$ cat src/rtl/second_largest_ctrl.sv
// second_largest_ctrl: round-robin session controller that time-shares one second_largest tracker.
// Optional stall timeout is compiled in with `define SLC_STALL_TIMEOUT_EN.
module second_largest_ctrl #(
  parameter int DATA_WIDTH     = 32,
  parameter int NUM_REQ        = 4,
  parameter int LEN_WIDTH      = 8,
  parameter int TIMEOUT_CYCLES = 64
) (
  input  logic                            clk,
  input  logic                            resetn,
  input  logic [NUM_REQ-1:0]              req,
  input  logic [NUM_REQ*LEN_WIDTH-1:0]    req_len,
  output logic [NUM_REQ-1:0]              gnt,
  input  logic [NUM_REQ-1:0]              s_valid,
  input  logic [NUM_REQ*DATA_WIDTH-1:0]   s_data,
  output logic [NUM_REQ-1:0]              s_ready,
  output logic                            resp_valid,
  input  logic                            resp_ready,
  output logic [DATA_WIDTH-1:0]           resp_data,
  output logic [$clog2(NUM_REQ)-1:0]      resp_id,
  output logic                            resp_err,
  output logic                            trk_resetn,
  output logic [DATA_WIDTH-1:0]           trk_din,
  input  logic [DATA_WIDTH-1:0]           trk_dout
);

  localparam int IW = $clog2(NUM_REQ);

  typedef enum logic [1:0] {IDLE, CLEAR, STREAM, RESP} state_t;

  state_t               state, state_nxt;
  logic [IW-1:0]        grant_idx;
  logic [IW-1:0]        ptr;
  logic [IW-1:0]        win_idx;
  logic                 win_found;
  logic [IW:0]          cand;
  logic [LEN_WIDTH-1:0] remaining;
  logic                 accept;
  logic                 handshake;
  logic                 timeout;
  logic                 err_q;

  // Search starts at ptr and wraps, so the last granted requester has lowest priority.
  always_comb begin
    win_found = 1'b0;
    win_idx   = '0;
    cand      = '0;
    for (int k = 0; k < NUM_REQ; k++) begin
      cand = {1'b0, ptr} + (IW+1)'(k);
      if (cand >= (IW+1)'(NUM_REQ)) cand = cand - (IW+1)'(NUM_REQ);
      if (!win_found && req[cand[IW-1:0]]) begin
        win_found = 1'b1;
        win_idx   = cand[IW-1:0];
      end
    end
  end

  assign accept    = (state == STREAM) && s_valid[grant_idx];
  assign handshake = (state == RESP) && resp_ready;

`ifdef SLC_STALL_TIMEOUT_EN
  localparam int CW = $clog2(TIMEOUT_CYCLES + 1);
  logic [CW-1:0] stall_cnt;

  assign timeout = (state == STREAM) && !accept && (stall_cnt == CW'(TIMEOUT_CYCLES - 1));

  always_ff @(posedge clk) begin
    if (!resetn) begin
      stall_cnt <= '0;
      err_q     <= 1'b0;
    end else begin
      if (state != STREAM || accept) stall_cnt <= '0;
      else                           stall_cnt <= stall_cnt + 1'b1;
      if (state == CLEAR)  err_q <= 1'b0;
      else if (timeout)    err_q <= 1'b1;
    end
  end
`else
  // Without the stall counter the timeout path can never fire.
  assign timeout = (TIMEOUT_CYCLES < 0);
  assign err_q   = 1'b0;
`endif

  always_comb begin
    state_nxt = state;
    case (state)
      IDLE:    if (win_found) state_nxt = CLEAR;
      CLEAR:   state_nxt = (remaining == '0) ? RESP : STREAM;
      STREAM:  if ((accept && remaining == LEN_WIDTH'(1)) || timeout) state_nxt = RESP;
      RESP:    if (resp_ready) state_nxt = IDLE;
      default: state_nxt = IDLE;
    endcase
  end

  always_ff @(posedge clk) begin
    if (!resetn) begin
      state     <= IDLE;
      grant_idx <= '0;
      ptr       <= '0;
      remaining <= '0;
    end else begin
      state <= state_nxt;
      if (state == IDLE && win_found) begin
        grant_idx <= win_idx;
        remaining <= req_len[win_idx*LEN_WIDTH +: LEN_WIDTH];
      end
      if (accept) remaining <= remaining - 1'b1;
      if (handshake) ptr <= (grant_idx == IW'(NUM_REQ - 1)) ? '0 : grant_idx + 1'b1;
    end
  end

  // trk_din idles at 0 so the tracker holds, which keeps resp_data stable in RESP.
  always_comb begin
    gnt        = '0;
    s_ready    = '0;
    trk_din    = '0;
    resp_valid = 1'b0;
    resp_data  = '0;
    resp_id    = '0;
    resp_err   = 1'b0;
    if (state != IDLE) gnt[grant_idx] = 1'b1;
    if (state == STREAM) s_ready[grant_idx] = 1'b1;
    if (accept) trk_din = s_data[grant_idx*DATA_WIDTH +: DATA_WIDTH];
    if (state == RESP) begin
      resp_valid = 1'b1;
      resp_data  = trk_dout;
      resp_id    = grant_idx;
      resp_err   = err_q;
    end
  end

  assign trk_resetn = resetn & (state != CLEAR);

endmodule

$ cat config.mk
export PLATFORM = sky130hd
export DESIGN_NAME = second_largest_ctrl
export DESIGN_NICKNAME = d
export VERILOG_FILES = /design/src/rtl/second_largest_ctrl.sv
export SDC_FILE = /design/constraint.sdc
export NUM_CORES = 1
export LEC_CHECK = 0
export CAP_MARGIN = 20
export CORE_AREA = 2 2 108 110
export CTS_BUF_LIST = sky130_fd_sc_hd__clkbuf_16
export DETAILED_ROUTE_END_ITERATION = 16
export DIE_AREA = 0 0 110 112
export PLACE_DENSITY_LB_ADDON = 0.15
export SYNTH_ARGS = -nofsm -noshare
export SYNTH_HDL_FRONTEND = slang
export SYNTH_SLANG_ARGS = --single-unit
$ cat constraint.sdc
create_clock -name clk -period 4.7 [get_ports clk]
set_input_delay 0.705 -clock clk [delete_from_list [all_inputs] [get_ports clk]]
set_output_delay 0.705 -clock clk [all_outputs]
set_load 0.02 [all_outputs]
=== Word level (Yosys, flattened, before mapping) ===
Cells that the tools add are included.

* Register bits: 14
* Input port bits: 203
* Output and inout port bits: 77
* Logic and storage cells: 89

* $add $sub $neg: 9
* Order comparisons: 10
* Equality and inequality tests: 9
* Shifts and indexed selects: 2
* Mux-type cells: 38
* Bitwise logic cells: 1
* Reductions and logical operators: 16

{| class="wikitable"
|+ Operators by type and width
! kind !! count
|-
| $shiftx 128x8->32 || 1
|-
| $mux 32 || 2
|-
| $shiftx 32x6->8 || 1
|-
| $mux 2 || 13
|-
| $mux 8 || 2
|-
| $lt 2x3->1 const B || 5
|-
| $mux 1 || 12
|-
| $bmux 1 s2 || 5
|-
| $ge 3x3->1 const B || 3
|-
| $eq 8x1->1 const B || 1
|-
| $logic_and 1x1->1 || 8
|-
| $logic_not 8->1 || 1
|-
| $mux 4 || 2
|-
| $pmux 2 s4 || 1
|-
| $sub 2x1->2 const B || 4
|-
| $sub 8x1->8 const B || 1
|-
| $add 2x2->3 const B || 2
|-
| $eq 2x2->1 const B || 3
|-
| $ne 2x1->1 const B || 2
|-
| $ne 2x2->1 const B || 2
|-
| $reduce_bool 2->1 || 2
|-
| $add 2x1->3 const B || 1
|-
| $ge 2x3->1 const B || 1
|-
| $logic_not 1->1 || 3
|-
| 7 further kinds || 7
|}

=== Longest topological paths before layout ===
* Depth in word-level cells: 17
* Mapped depth: 8
* Mapped depth without buffers: 8

=== Worst setup path after synthesis ===
Ideal clock, no wire load.

* Kind: reg-to-output
* Start point: reg grant_idx[0]
* End point: out trk_din[10]
* Arrival time: 1.661 ns
* Required time: 3.995 ns
* Slack: 2.334 ns
* Stages on the path, launching flop included: 5
* Buffers on the path: 2
* Path through: dfxtp_1 buf_2 buf_2 mux4_2 and3_1

* Word-level cells in the longest chain between the ends: 4
* Elaborated cells on any way between the ends: 5
* Classes of those cells: shift: 1; mux: 3; reduce/logical: 1

{| class="wikitable"
|+ Ends and longest elaborated chain
! what !! line !! RTL
|-
| start: declaration || 32 || <nowiki>logic [IW-1:0] grant_idx;</nowiki>
|-
| start signal: assignment || 104 || <nowiki>grant_idx <= win_idx;</nowiki>
|-
| parallel branches: the longest is 3 deep, another holds $shiftx 128x8->32 || - ||
|-
| $mux 32 * || 123 || <nowiki>if (accept) trk_din = s_data[grant_idx*DATA_WIDTH +: DATA_WIDTH];</nowiki>
|-
| end: declaration || 23 || <nowiki>output logic [DATA_WIDTH-1:0] trk_din,</nowiki>
|}

Every way passes the cells marked *. The select of a mux whose other input is x is not followed.

=== Final worst setup path ===
* Start point: in s_valid[0]
* End point: out trk_din[26]

* Word-level cells in the longest chain between the ends: 4

{| class="wikitable"
|+ Ends and longest elaborated chain
! what !! line !! RTL
|-
| start: declaration || 14 || <nowiki>input logic [NUM_REQ-1:0] s_valid,</nowiki>
|-
| $bmux 1 s2 || 58 || <nowiki>assign accept = (state == STREAM) && s_valid[grant_idx];</nowiki>
|-
| $mux 1 (not written as such) || 58 ||
|-
| $logic_and 1x1->1 || 58 ||
|-
| $mux 32 || 123 ||
|}

Every way passes these cells. The select of a mux whose other input is x is not followed.

==> run metrics <==
most common cell after layout, fill and taps aside=clkdlybuf4s50_1; reg2reg start=grant_idx[0]$_SDFFE_PN0P_; cell chosen for the clock root=clkbuf_16; post-route ant nets=0; element type at the critical path start=input port; # H-tree levels=1; CP Data Required Time=3.99 ns; fraction of registers with async set or reset after synthesis=0%; outcome=completed; HPWL Detailed=10760 microns; count of flip-flops with a built-in enable after synthesis=0; Hold Path Sink=ptr[0]$_SDFFE_PN0P_; number of antenna repair diodes=0; Row Count=39; count of non-filler cells in the finished layout=692; Max Clock Freq=0.2907 GHz; height of the die=112 microns; most frequent cells in the layout=clkdlybuf4s50_1 (278), and2_1 (40), mux4_2 (33); sort of element at the end of the critical path=output port; die width=110 microns; worst skew pair latency=0.25 ns; path type of the worst min-delay path=reg2reg; endpoint of the lowest-slack register-to-register path=remaining[7]$_SDFFE_PN0P_; initial core utilization=22.74%; FF-to-FF setup slack=2.00 ns; initial antenna violation count=0; crit-path cells=clkdlybuf4s50_1, mux4_2, and3_1, clkdlybuf4s50_1; Hold Path Stages=2; Setup Buffers After CTS=0; number of placed instances with taps included=688; max-slew headroom at the worst pin=36.57%; hold violation total from the final report=0; final critical delay including setup and external delays=3.440 ns; Crit Path Category=in2out; Post-Route Hold Slack=0.5542 ns; transition time of the tightest slew-check pin=0.9515 ns; TritonCTS clock tree=done; hold wc startpoint=ptr[0]$_SDFFE_PN0P_; Longest Clk Path Bufs=2; Final #Nets=765; Worst IR Drop VDD=0.1314 mV; number of detailed-route iterations in the first pass=4; share of cells above drive strength 1=8.743%; post-synthesis sequential area ratio=11.03%; total CTS buffers=3; wire length of the first global-routing pass=18690 microns; critical path fanouts, max=35; Ports=280; largest clock skew in the final design=0.001176 ns; final setup violation count=0; Avg Inst Size Synth=8.824 sq um; vias per cell=4.873; buffers and inverters on the worst path=2; DR iter-0 viols=194; flip-flop and latch count after synthesis=14; Worst Slack Setup Final=1.260 ns; Crit path max-delay family=buffers and inverters; Core Box Area=11170 sq um; pre-CTS setup slack=1.255 ns; Post-route DRC=0; die footprint=12320 sq um; number of cells produced by synthesis=288; setup total negative slack=0 ns; Vias=3372; P_leak=2.064 nW; count of distinct cell types in the synthesized netlist=42; total global routing track utilization=19.64%; depth of the worst register-to-register path=5; final period utilization=73.18%; number of clock sinks=14; power per cell area=259.9 nW/um^2; clock-pin slew on the worst setup and hold paths=0.05 ns; netlist area before placement=2541 sq um; CP max-delay cell=mux4_2; number of global-route vias before repair=3508; mean routed wirelength per cell=18.49 microns; max-slew violation total from the final report=0; weighted congestion at the end of routability-driven global placement=0.8732; # Max-Cap Violations=0; synthesis-to-layout area growth=117.0%; maximum number of pins on one net before global-route repair=40; total wire length after detailed routing=12790 microns; number of gates resized after CTS=0; largest incremental delay on the critical path=0.75 ns; Synth Net Count=502; area after detailed placement=5413 sq um; hold_buf cts=0; synth warn=0; residual overflow from global routing=0; Top cell by count, worst path=clkdlybuf4s50_1; number of buffers added on ports=278; main flop type after synthesis=dfxtp_1; post-route cell area=5515 sq um; Arrival @ worst endpoint=2.73 ns; setup repair after global routing missed its margin=false
## layer usage
| layer | GRT usage (%) | vias to the layer above | share of wire, % |
|---|---|---|---|
| met3 | 4.508 | 19 | 8.7 |
| met5 | 0 | - | 0 |
| met2 | 37.26 | 171 | 51 |
| li1 | - | 1605 | - |
| met1 | 21.16 | 1577 | 37 |
| met4 | 5.485 | 0 | 2.4 |
## state kept, by name, summed over array words and instances, names as in the netlist
| register | cells |
|---|---|
| remaining | 8 |
| grant_idx | 2 |
| state | 2 |
| ptr | 2 |
## tightest hold or removal path, cell delays in order (launching register included)
cell	delay, ns
dfxtp_1	0.35
a21oi_1	0.08
nor2b_1	0.09
## cells by family after synthesis
family	count (synthesis)	synth area share, %
adder cells (fa/ha/maj)	11	5.416
multiplexers	37	30.82
AND/OR/NAND/NOR	139	31.41
flip-flops	14	11.03
other	1	0.1476
AO/OA/AOI/OAI	53	15.17
buffers and inverters	33	6.006
## metrics by stage
| step | util (%) | total power, mW |
|---|---|---|
| floorplan | - | 0.8017 |
| CTS | 49.11 | 1.424 |
| global route | 49.36 | 1.541 |
| detailed placement | 48.44 | 1.257 |
| finish | 49.36 | 1.433 |
| global placement | 48.44 | 1.242 |
## Yosys cell counts, drive strengths merged (2+ instances only)
master | number | area [sq um]
a211oi | 9 | 72.57
a21oi | 8 | 40.04
a311oi | 7 | 78.83
and2 | 40 | 250.2
and3 | 32 | 200.2
buf | 10 | 66.30
clkbuf | 15 | 56.30
dfxtp | 14 | 280.3
ha | 11 | 137.6
inv | 8 | 30.03
mux2i | 4 | 40.04
mux4 | 33 | 743.2
nand2 | 21 | 78.83
nand2b | 4 | 25.02
nand3 | 4 | 20.02
nor2 | 10 | 40.04
nor2b | 10 | 62.56
nor3 | 5 | 25.02
nor3b | 7 | 52.55
nor4 | 2 | 12.51
o21a | 7 | 52.55
o21ai | 13 | 65.06
o31ai | 2 | 15.01
## area by class of cell
| type | instances | area [sq um] |
|---|---|---|
| repair buffers | 283 | 2840 |
| multi-input cells | 241 | 2108 |
| fillers | 1075 | 5659 |
| clock buffers | 3 | 75.07 |
| inverters | 8 | 30.03 |
| well taps | 143 | 178.9 |
| flip-flops and latches | 14 | 282.8 |
## where the power goes
part | switching, mW | internal, mW | leakage, nW
Combinational | 0.502 | 0.560 | 1.91
Sequential | 0.0525 | 0.157 | 0.116
Clock | 0.0511 | 0.112 | 0.0370
Total | 0.605 | 0.828 | 2.06
## worst max-delay path by stage
stage	cells after the start	from	to	slack, ns
3_5_place_dp	4	s_valid[3]	trk_din[26]	1.26
5_1_grt	4	s_valid[3]	trk_din[26]	1.20
4_1_cts	4	s_valid[3]	trk_din[26]	1.25
2_1_floorplan	4	grant_idx[0]$_SDFFE_PN0P_	trk_din[10]	2.33
3_3_place_gp	4	s_valid[3]	trk_din[26]	1.32
6_report	4	s_valid[0]	trk_din[26]	1.26
No activity file was read; power rests on OpenSTA's default activity.
